### src/rtl/math_operand_loader.sv
`default_nettype none
// ============================================================================
// Module      : math_operand_loader
// Description : Collects serial A, B, C words into a registered operand triple
//               for unit_math, with ready/valid on both sides.
// Revision    : 1.0 - initial release
// ============================================================================
module math_operand_loader #(
    parameter int WIDTH = 16
) (
    input  logic             clk,
    input  logic             rst,
    input  logic [WIDTH-1:0] in_data,
    input  logic             in_valid,
    output logic             in_ready,
    input  logic             flush,
    output logic [WIDTH-1:0] out_a,
    output logic [WIDTH-1:0] out_b,
    output logic [WIDTH-1:0] out_c,
    output logic             out_valid,
    input  logic             out_ready,
    output logic [7:0]       triple_count
);

    typedef enum logic [1:0] {
        S_A = 2'd0,
        S_B = 2'd1,
        S_C = 2'd2
    } state_t;

    state_t           state_q, state_d;
    logic [WIDTH-1:0] a_s_q, a_s_d;
    logic [WIDTH-1:0] b_s_q, b_s_d;
    logic [WIDTH-1:0] out_a_q, out_a_d;
    logic [WIDTH-1:0] out_b_q, out_b_d;
    logic [WIDTH-1:0] out_c_q, out_c_d;
    logic             out_valid_q, out_valid_d;
    logic [7:0]       cnt_q, cnt_d;
    logic             w_in_hs;
    logic             w_out_hs;

    // Only the C word needs the output slot, so A and B are taken regardless.
    assign in_ready = ~rst & ~flush &
                      ((state_q != S_C) | ~out_valid_q | out_ready);
    assign w_in_hs  = in_valid & in_ready;
    assign w_out_hs = out_valid_q & out_ready;

    always_comb begin
        state_d     = state_q;
        a_s_d       = a_s_q;
        b_s_d       = b_s_q;
        out_a_d     = out_a_q;
        out_b_d     = out_b_q;
        out_c_d     = out_c_q;
        out_valid_d = out_valid_q;
        cnt_d       = cnt_q;

        if (w_out_hs) begin
            out_valid_d = 1'b0;
            cnt_d       = cnt_q + 8'd1;
        end

        if (flush) begin
            state_d = S_A;
            a_s_d   = '0;
            b_s_d   = '0;
        end else if (w_in_hs) begin
            case (state_q)
                S_A: begin
                    a_s_d   = in_data;
                    state_d = S_B;
                end
                S_B: begin
                    b_s_d   = in_data;
                    state_d = S_C;
                end
                S_C: begin
                    // Overrides a same-cycle drain so back-to-back triples have no bubble.
                    out_a_d     = a_s_q;
                    out_b_d     = b_s_q;
                    out_c_d     = in_data;
                    out_valid_d = 1'b1;
                    state_d     = S_A;
                end
                default: state_d = S_A;
            endcase
        end
    end

    always_ff @(posedge clk) begin
        if (rst) begin
            state_q     <= S_A;
            a_s_q       <= '0;
            b_s_q       <= '0;
            out_a_q     <= '0;
            out_b_q     <= '0;
            out_c_q     <= '0;
            out_valid_q <= 1'b0;
            cnt_q       <= 8'd0;
        end else begin
            state_q     <= state_d;
            a_s_q       <= a_s_d;
            b_s_q       <= b_s_d;
            out_a_q     <= out_a_d;
            out_b_q     <= out_b_d;
            out_c_q     <= out_c_d;
            out_valid_q <= out_valid_d;
            cnt_q       <= cnt_d;
        end
    end

    assign out_a        = out_a_q;
    assign out_b        = out_b_q;
    assign out_c        = out_c_q;
    assign out_valid    = out_valid_q;
    assign triple_count = cnt_q;

endmodule
`default_nettype wire
### config.mk
export PLATFORM = sky130hd
export DESIGN_NAME = math_operand_loader
export DESIGN_NICKNAME = d
export VERILOG_FILES = /design/src/rtl/math_operand_loader.sv
export SDC_FILE = /design/constraint.sdc
export NUM_CORES = 1
export LEC_CHECK = 0
export BUFFER_PORTS_ARGS = -buffer_cell sky130_fd_sc_hd__buf_2
export CAP_MARGIN = 10
export CELL_PAD_IN_SITES_DETAIL_PLACEMENT = 1
export CELL_PAD_IN_SITES_GLOBAL_PLACEMENT = 1
export CORE_AREA = 2 2 80 121
export DETAILED_ROUTE_END_ITERATION = 8
export DIE_AREA = 0 0 82 123
export PLACE_DENSITY_LB_ADDON = 0.1
export SLEW_MARGIN = 20
export SYNTH_ARGS = -nofsm -noshare
export SYNTH_HDL_FRONTEND = slang
export SYNTH_SLANG_ARGS = --single-unit
### constraint.sdc
create_clock -name clk -period 4.6 [get_ports clk]
set_input_delay 0.46 -clock clk [delete_from_list [all_inputs] [get_ports clk]]
set_output_delay 0.46 -clock clk [all_outputs]
set_load 0.02 [all_outputs]
### Word level (Yosys, flattened, before mapping)

Cells that the tools add are included.
Widths: inputs -> output; s select.

* flip-flop bits (word level): 91

* bitwise logic cells: 9
* multiplexer cells: 5
* eq/ne operators: 3
* reductions and logical operators: 5
* $add $sub $neg: 1

Operators by type and width (number)
* $add 8x1->8 const B: 1
* $and 1x1->1: 4
* $mux 1: 4
* $pmux 2 s2: 1
* $reduce_and 2->1: 2
* $not 1->1: 3
* $reduce_and 3->1: 1
* $eq 2x1->1 const B: 1
* $eq 2x2->1 const B: 1
* $logic_not 2->1: 1
* $ne 2x2->1 const B: 1
* $or 1x1->1: 2
* $reduce_or 2->1: 1

### Longest topological paths before layout

Gate-level depths: netlist of run 1.

* depth in word-level cells: 7
* gate-level depth with buffers: 6
* gate-level depth less buffers: 4

### Worst setup path before layout of run 1

OpenSTA, ideal clock, no wires.

* kind: input -> output
* start: input rst
* end: output in_ready
* arrival time: 1400 ps
* path slack: 2740 ps
* stages on the path: 4
* path through: buf_6 -> or2_2 -> clkbuf_1 -> a21oi_1

* word-level cells in the longest chain between the ends: 3

RTL lines
* start: declaration: line 12 `input logic rst,`
* $not 1->1: line 43 `assign in_ready = ~rst & ~flush &`
* $and 1x1->1 (2 in series): line 43
* end: declaration: line 15 `output logic in_ready,`

Every way passes these cells.

### Final worst setup path of run 1

Ends and elaborated chain as after synthesis.

==> results of run 1 <==
[logic make-up (layout without fill, tap and decap cells)]
family,Yosys count,in the layout
mux,1,1
buf+inv,59,106
flops,91,91
simple gates,126,126
compound gates,160,160
xor+xnor,2,2
fa+ha+maj,1,1
[per-layer routing]
| layer | GRT usage, % | up-vias |
|---|---|---|
| li1 | - | 1734 |
| met4 | 8.23 | 0 |
| met3 | 3.36 | 16 |
| met5 | 0 | - |
| met2 | 40.7 | 79 |
| met1 | 28.9 | 1763 |
[final timing paths]
| kind | end | slack (ps) | cells past startpoint |
|---|---|---|---|
| setup / recovery | in_ready | 2020 | 5 |
| hold / removal | b_s_q[7] | 410 | 3 |
| setup reg to reg | state_q[1] | 2680 | 4 |
| hold reg to reg | b_s_q[10] | 460 | 2 |
[per-stage QoR]
step / setup slack (ps) / total power [mW] / area (µm²) / cells / utilization [%]
4_1_cts: 1980 / 1.73 / 4500 / 598 / 49.7
5_1_grt: 1890 / 1.77 / 4520 / 599 / 50.0
3_5_place_dp: 1740 / 0.877 / 4150 / 582 / 45.9
3_3_place_gp: 1800 / 0.876 / 4150 / 582 / 45.9
2_1_floorplan: 2740 / 0.850 / 3800 / 440 / -
6_report: 2020 / 1.72 / 4520 / 599 / 50.0
[power groups by stage]
stage                     sequential, mW  combinational, mW  clock (mW)
final                              0.792             0.0678       0.858
after floorplan                    0.809             0.0406           0
after global routing               0.792             0.0725       0.904
after CTS                          0.792             0.0675       0.870
after detailed placement           0.810             0.0672           0
after global placement             0.810             0.0667           0
[critical path, delay by kind of cell]
kind            cells  cell delay, ps
compound gates      1              90
buf+inv             3            1130
simple gates        1             440
[cell type report]
| cell class | instances | area (µm²) | share of cell area, % |
|---|---|---|---|
| inverters | 4 | 15.0 | 0.332 |
| well taps | 112 | 140 | 3.10 |
| multi-input cells | 290 | 1730 | 38.1 |
| flip-flops and latches | 91 | 1820 | 40.3 |
| clock buffers | 10 | 239 | 5.28 |
| repair buffers | 86 | 470 | 10.4 |
| clock inverters | 6 | 111 | 2.46 |
[layout by cell type, fill, tap and decap left out, drive strengths merged]
| cell | n |
|---|---|
| nor4b | 1 |
| nor3b | 2 |
| xor2 | 1 |
| or2 | 1 |
| nand4 | 51 |
| nand2b | 2 |
| or4 | 2 |
| buf | 86 |
| or4b | 1 |
| clkinv | 1 |
| or3 | 4 |
| nor2 | 5 |
| clkinvlp | 1 |
| clkbuf | 10 |
| xnor2 | 1 |
| nand2 | 18 |
| a21oi | 73 |
| mux2i | 1 |
| ha | 1 |
| o31ai | 50 |
| or3b | 1 |
| inv | 5 |
| dfxtp | 91 |
| nor2b | 2 |
| nand3 | 36 |
| bufinv | 3 |
| o21ai | 37 |
[state kept, by name, summed over array words and instances (netlist names)]
name	cells
state_q	2
out_valid	1
b_s_q	16
out_a	16
out_c	16
triple_count	8
a_s_q	16
out_b	16
==> results by stage, run 1 <==
Synthesis:
- The sequential-to-total area share from yosys stat is 48.0%.
- The distinct cell type count of the synthesized netlist is 29.
- The most frequently used cell type in the post-synthesis netlist is dfxtp_1.
- The number of warnings printed during yosys synthesis is 0.
- Of the total synthesized cell area, the portion taken by XOR and XNOR cells is 0.461%.
- The synthesized design devotes to its leading area cell type 48.0% of total area.
- The largest family of logic cells by synthesized area is compound AO/OA/AOI/OAI gates.
- The post-synthesis cell type with the largest combined area is dfxtp_1.
- The count of flip-flops with a built-in enable after synthesis is 0.
- The main flop type after synthesis is dfxtp_1.
- The synthesized netlist devotes 24.4% of its cell area to compound gates.
- In the post-synthesis netlist, the biggest area contributors are dfxtp_1, o31ai_1, a21oi_1.
- After Yosys synthesis, and, or, nand and nor cells account for 19.1% of the synthesized area.
- The cell count after synthesis is 440.
- The number of nets handed over by synthesis was 462.
- The post-synthesis share of cell area spent on full adders, half adders and majority gates is 0.329%.
- The post-synth design cell area is 3800 µm².
- Sorting the synthesized cells by how often they occur yields dfxtp_1, a21oi_1, nand4_1.
- A synthesized cell averages 8.63 µm².
- In the synthesized netlist, mux cells make up 0.264% of the area.
- The async set or reset register ratio after synthesis is 0%.
- The register bit count reported by yosys is 91.

Worst setup path:
- The highest net fanout along the worst path is 33.
- The critical path goes through buf_2, buf_4, or2_2, a21oi_1, buf_2.
- For this design, the slowest cell found on the critical path is buf_4.
- For this run, the slowest stage of the critical path takes 470 ps.
- The data required time of the worst path is 4140 ps.
- STA puts the critical path data arrival time at 2120 ps.
- The most critical setup path has its startpoint at rst.
- Counting stages on the worst path, the most repeated cell is buf_2.
- The sort of element at the start of the critical path is an input pin.
- The worst setup path is of the input pin to output port kind.
- In this run the critical register-to-register path is launched from state_q[0].
- The kind of end point of the critical path is an output port.

Timing:
- The number of failing setup endpoints in the final timing report is 0.
- In this run the tightest slew margin relative to its limit is 27.2%.
- The setup clock skew after layout is 7.20 ps.
- The clock period minus final worst setup slack is 2580 ps.
- For the final routed database, the setup TNS stands at 0 ps.
- The number of pins with negative max-slew slack in the final report is 0.
- For the pin with the worst max-slew slack, the measured transition is 1090 ps.
- The final hold slack is 406 ps.
- For this run, the top clock speed supported by timing is 388 MHz.
- In the finished design, the share of the clock period the worst path needs comes to 56.0%.
- Setup repair after global routing left no endpoint under its margin.
- The final hold violation count is 0.

CTS:
- The clock passes through at most 2 buffers.
- In this run the number of H-tree levels came out at 3.
- For the worst-skew pair, the clock arrives at the later sink with an insertion delay of 340 ps.
- The buffer type at the clock tree root is clkbuf_16.
- Clock-pin slew was measured on the worst setup and hold paths at 70 ps.
- The number of buffers created by CTS is 9.
- The number of buffers inserted for hold repair after clock tree synthesis is 0.
- The TritonCTS clock tree is done.
- In this run, post-CTS repair resized a total of 0 instances.
- The sink count of the clock tree is 91.
- The buffers inserted during post-CTS setup optimization is 0.

Power:
- Sequential cells account for 46.1% of the total power.
- The internal portion of total power is 1.35 mW.
- The power share of the clock group is 49.9%.
- Combinational logic burns 3.9% of the power.
- Power spread over the standard cell area amounts to 380 nW/µm².
- The net switching power figure is 0.365 mW.
- The analysis attributes to cell leakage a power of 1.63 nW.
- Net switching is 21.3% of the power.
- IR analysis of the VDD net gives a maximum drop of 0.214 mV.

Route:
- The highest metal layer carrying signal wires in the routed design is met4.
- In the detailed route, the total length drawn on met2 is 5.94 mm.
- The total DRC errors in the routed layout is 0.
- The average routed wire per standard cell is 19.0 µm.
- Wires add up to 11.4 mm.
- The first detailed-routing pass took 4 iterations.
- The detailed router put a total of 4.84 mm of wire on met1.
- Using the TritonRoute via totals, the vias-per-cell ratio works out to 6.00.
- Summed over all nets, wire length on met3 after detailed routing comes to 384 µm.
- The first-iteration detailed-routing DRC count is 196.
- The post-route antenna net violation count is 0.
- The count of vias placed by the detailed router is 3592.

Placement:
- Detailed placement ended at an HPWL of 7.47 mm.
- The congestion estimate from routability-driven global placement came to 0.797.
- The number of input and output port buffers inserted is 78.

Floorplanning:
- The area of the core is 9040 µm².
- The row count is 43.
- The initial core utilization is 42.0%.
- The die covers 10100 µm².
- The die is 123 µm tall.
- The overall die width is 82 µm.
- Pin placement for this block handled 79 I/O pins.

Global routing:
- The wire length of the first global-routing pass is 18.1 mm.
- The initial antenna violation count is 0.
- The total global routing track utilization is 23.4%.
- The via count of the first global-routing pass is 3545.
- The maximum number of pins on one net before global-route repair is 51.
- The total congestion overflow after global routing is 0.

Min path:
- The launch instance of the worst min-delay path is in_data[7].
- In this run the worst hold path is classified as input pin to register.

Layout:
- The area growth from synthesis to layout is 19.1%.
- The share of layout cells above drive strength 1 is 22.4%.
- After filler insertion, the fill cell instance count of the layout stands at 1090.
- The number of nets in the final layout is 504.
- The repair_antennas step left the layout with diodes totalling 0.

Status:
- The flow ran to the end, and the final reports show no timing, DRC or antenna violations.

Flow run:
- Across the run, the number of max-cap violations was 0.
No activity file was read; power rests on OpenSTA's default activity.
==> inputs of run 2 (changes only) <==
Settings changed: CORE_AREA 2 2 80 121 to 2 2 83 125, DIE_AREA 0 0 82 123 to 0 0 85 127.
Clock period 4.6 ns to 2.6 ns, I/O delays scaled along.
==> run 2 against run 1 <==
Register-to-register slack lost 2000 ps; core utilization shrank 3.2 points; clock-buffer cell count grew 2; critical path depth shrank 2; final cell count grew 1.2%; sequential power grew 77%; total power grew 69%; clock power grew 60%; first-iteration DRC count shrank 27%; flip-flop and latch count is the same; via count shrank 0.17%; clock skew grew 0.92 ps; critical endpoint unchanged; highest routed layer unchanged.
==> results by stage, run 2 (synthesis results as in run 1) <==
Min path:
- The launch instance of the worst min-delay path is in_data[15].
- The worst min-delay path class is input pin to register.
- The path with the worst hold slack has its endpoint at b_s_q[15].
- The worst hold path passes through 3 cells.

Worst setup path:
- The worst setup path is captured at an output port.
- The worst register-to-register path has a depth of 3.
- The endpoint of the most critical register-to-register path is state_q[1].
- The endpoint arrival time on the critical path is 1780 ps.
- Of all nets on the critical path, the largest fanout is 26.
- For flop-to-flop paths, the worst setup slack is 700 ps.
- The startpoint of the worst-slack reg-to-reg timing path is state_q[0].
- The startpoint-to-endpoint class of the critical path is register to output port.
- The data required time of the worst path is 2340 ps.
- The worst setup path is launched from a register.

Route:
- The number of optimization iterations in the first detailed-route pass is 4.
- After detailed routing, the average wire length per cell comes to 18.9 µm.
- In the routed layout, each cell is associated on average with a via count of 5.92.
- Summing over every cut layer, the via total after detailed routing is 3586.
- The sum of routed wire segments on met1 is 4.85 mm.
- The highest metal layer carrying signal wires in the routed design is met4.
- The total DRC errors in the routed layout is 0.
- Summed over all layers, the routed wires come to 11.5 mm.
- In the detailed route, the total length drawn on met2 is 6.04 mm.
- In this run, the number of DRC markers left after iteration 0 of detailed routing was 143.
- The total length of routed met3 wires is 358 µm.
- The detail route stage leaves a number of antenna-violating nets equal to 0.

Power:
- Internal power comes to 2.25 mW.
- VDD sags by at most 0.395 mV.
- Registers are responsible for 48.4% of the overall power.
- Summed over all nets, the switching power comes to 0.647 mW.
- The power share of the clock group is 47.4%.
- Total power for the finished layout comes to 2.90 mW.
- The fraction of power consumed by combinational cells is 4.2%.
- In this run the static leakage power is 1.64 nW.
- Net switching is 22.3% of the power.
- For this design the ratio of total power to cell area is 642 nW/µm².

CTS:
- The later pin in the worst-skew pair is clocked with a latency of 340 ps.
- Post-CTS timing repair inserted 0 buffers for setup.
- No sink is reached through more buffers than the 2 on the longest clock path.
- The number of buffers created by CTS is 9.
- The buffer type at the clock tree root is clkbuf_16.
- The sink count of the clock tree is 91.
- TritonCTS built the clock tree.
- The clock slew seen by the registers of the worst setup and hold paths is 60 ps.
- The post-cts sizing count is 0.
- Hold repair after CTS inserted 0 buffers.
- The clock tree synthesis step divided the H-tree into 3 levels.

Placement:
- At the end of routability-driven placement, the weighted congestion stood at 0.769.
- The number of placed instances, taps included, is 590.
- After legalization and detailed placement, the total HPWL measured 7.78 mm.
- Prior to clock tree synthesis, the placed netlist has a worst setup slack of 598 ps.
- The number of input and output port buffers inserted is 78.
- The placed instance area is 4200 µm².

Layout:
- The total inserted antenna cells is 0.
- The finished layout cell area is 4510 µm².
- Leaving out fill and tap cells, the most frequent cell in the layout is dfxtp_1.
- Relative to the synthesized area, the layout overhead comes to 18.8%.
- The final-layout fill cell count is 1167.
- The top cell types in the final layout, fill and taps aside, are dfxtp_1, buf_2, a21oi_1.
- The share of layout cells above drive strength 1 is 23.0%.
- For this run, the post-layout net count is 508.
- The finished layout holds 606 standard cells, fillers aside.

Timing:
- Setup repair after global routing left no endpoint under its margin.
- The setup clock skew after layout is 8.12 ps.
- The final hold violation count is 0.
- For this run, the top clock speed supported by timing is 491 MHz.
- The clock period could shrink to 2040 ps.
- The number of pins with negative max-slew slack in the final report was 0.
- Setup violations remaining at the end of the flow were counted as 0.
- Setup total negative slack on the finished layout was measured at 0 ps.
- The slack of the critical path is 564 ps.
- The max-slew headroom at the worst pin is 52.2%.
- At the pin with the least slew margin, the transition time is 717 ps.
- The worst path uses 78.3% of the clock period.

Floorplanning:
- The initialized floorplan defines 44 standard-cell rows.
- In this run the horizontal extent of the chip is 85 µm.
- The area of the core is 9630 µm².
- The die is 127 µm tall.
- The die covers 10800 µm².
- For this design the top-level I/O count stands at 79.
- The initial core utilization is 39.4%.

Global routing:
- The initial antenna violation count is 0.
- Entering global routing, the biggest net connects 51 pins.
- The wire length of the first global-routing pass is 18.9 mm.
- The via count of the first global-routing pass is 3635.
- Global routing used 22.1% of the available tracks across all layers.
- The total congestion overflow after global routing is 0.

Status:
- The run finished with clean final reports.

Flow run:
- The number of max-cap violations is 0.
run 2: layout make-up:
cell class | instances | area, µm² | area share [%]
Sequential cell | 91 | 1820 | 40.4
Multi-Input combinational cell | 290 | 1730 | 38.2
Timing Repair Buffer | 90 | 493 | 10.9
Clock buffer | 12 | 267 | 5.91
Tap cell | 115 | 144 | 3.19
Clock inverter | 4 | 47.5 | 1.05
Inverter | 4 | 15.0 | 0.333
run 2: how the worst max path moves through the flow:
stage                     from       end  slack, ps  depth (start not counted)
global placement           rst  b_s_q[6]        640                          4
detailed placement         rst  b_s_q[9]        600                          4
global route        state_q[1]  in_ready        440                          3
finish              state_q[1]  in_ready        560                          3
CTS                 state_q[1]  in_ready        570                          3
floorplan            out_valid  in_ready       1080                          3
run 2: metrics by stage:
stage               hold slack (ps)  util [%]
finish                          185      46.8
global placement                448      43.6
floorplan                       390         -
global route                    212      46.8
detailed placement              461      43.6
CTS                             184      46.8
run 2: power by group through the flow:
stage               Clock, mW  Sequential [mW]  Combinational, mW
floorplan                   0             1.43             0.0718
global placement            0             1.43              0.121
detailed placement          0             1.43              0.121
CTS                      1.40             1.40              0.122
global route             1.46             1.40              0.132
finish                   1.37             1.40              0.121
run 2: critical path, cell delays in order, from the launching register on:
cell and delay, ps:
dfxtp_1 480, nor2b_4 610, a21oi_1 160, buf_2 190
run 2: per-layer routing:
layer  up-vias  track usage [%]
li1       1742                -
met2        74             39.1
met5         -                0
met4         0             8.50
met3        13             2.91
met1      1757             26.8
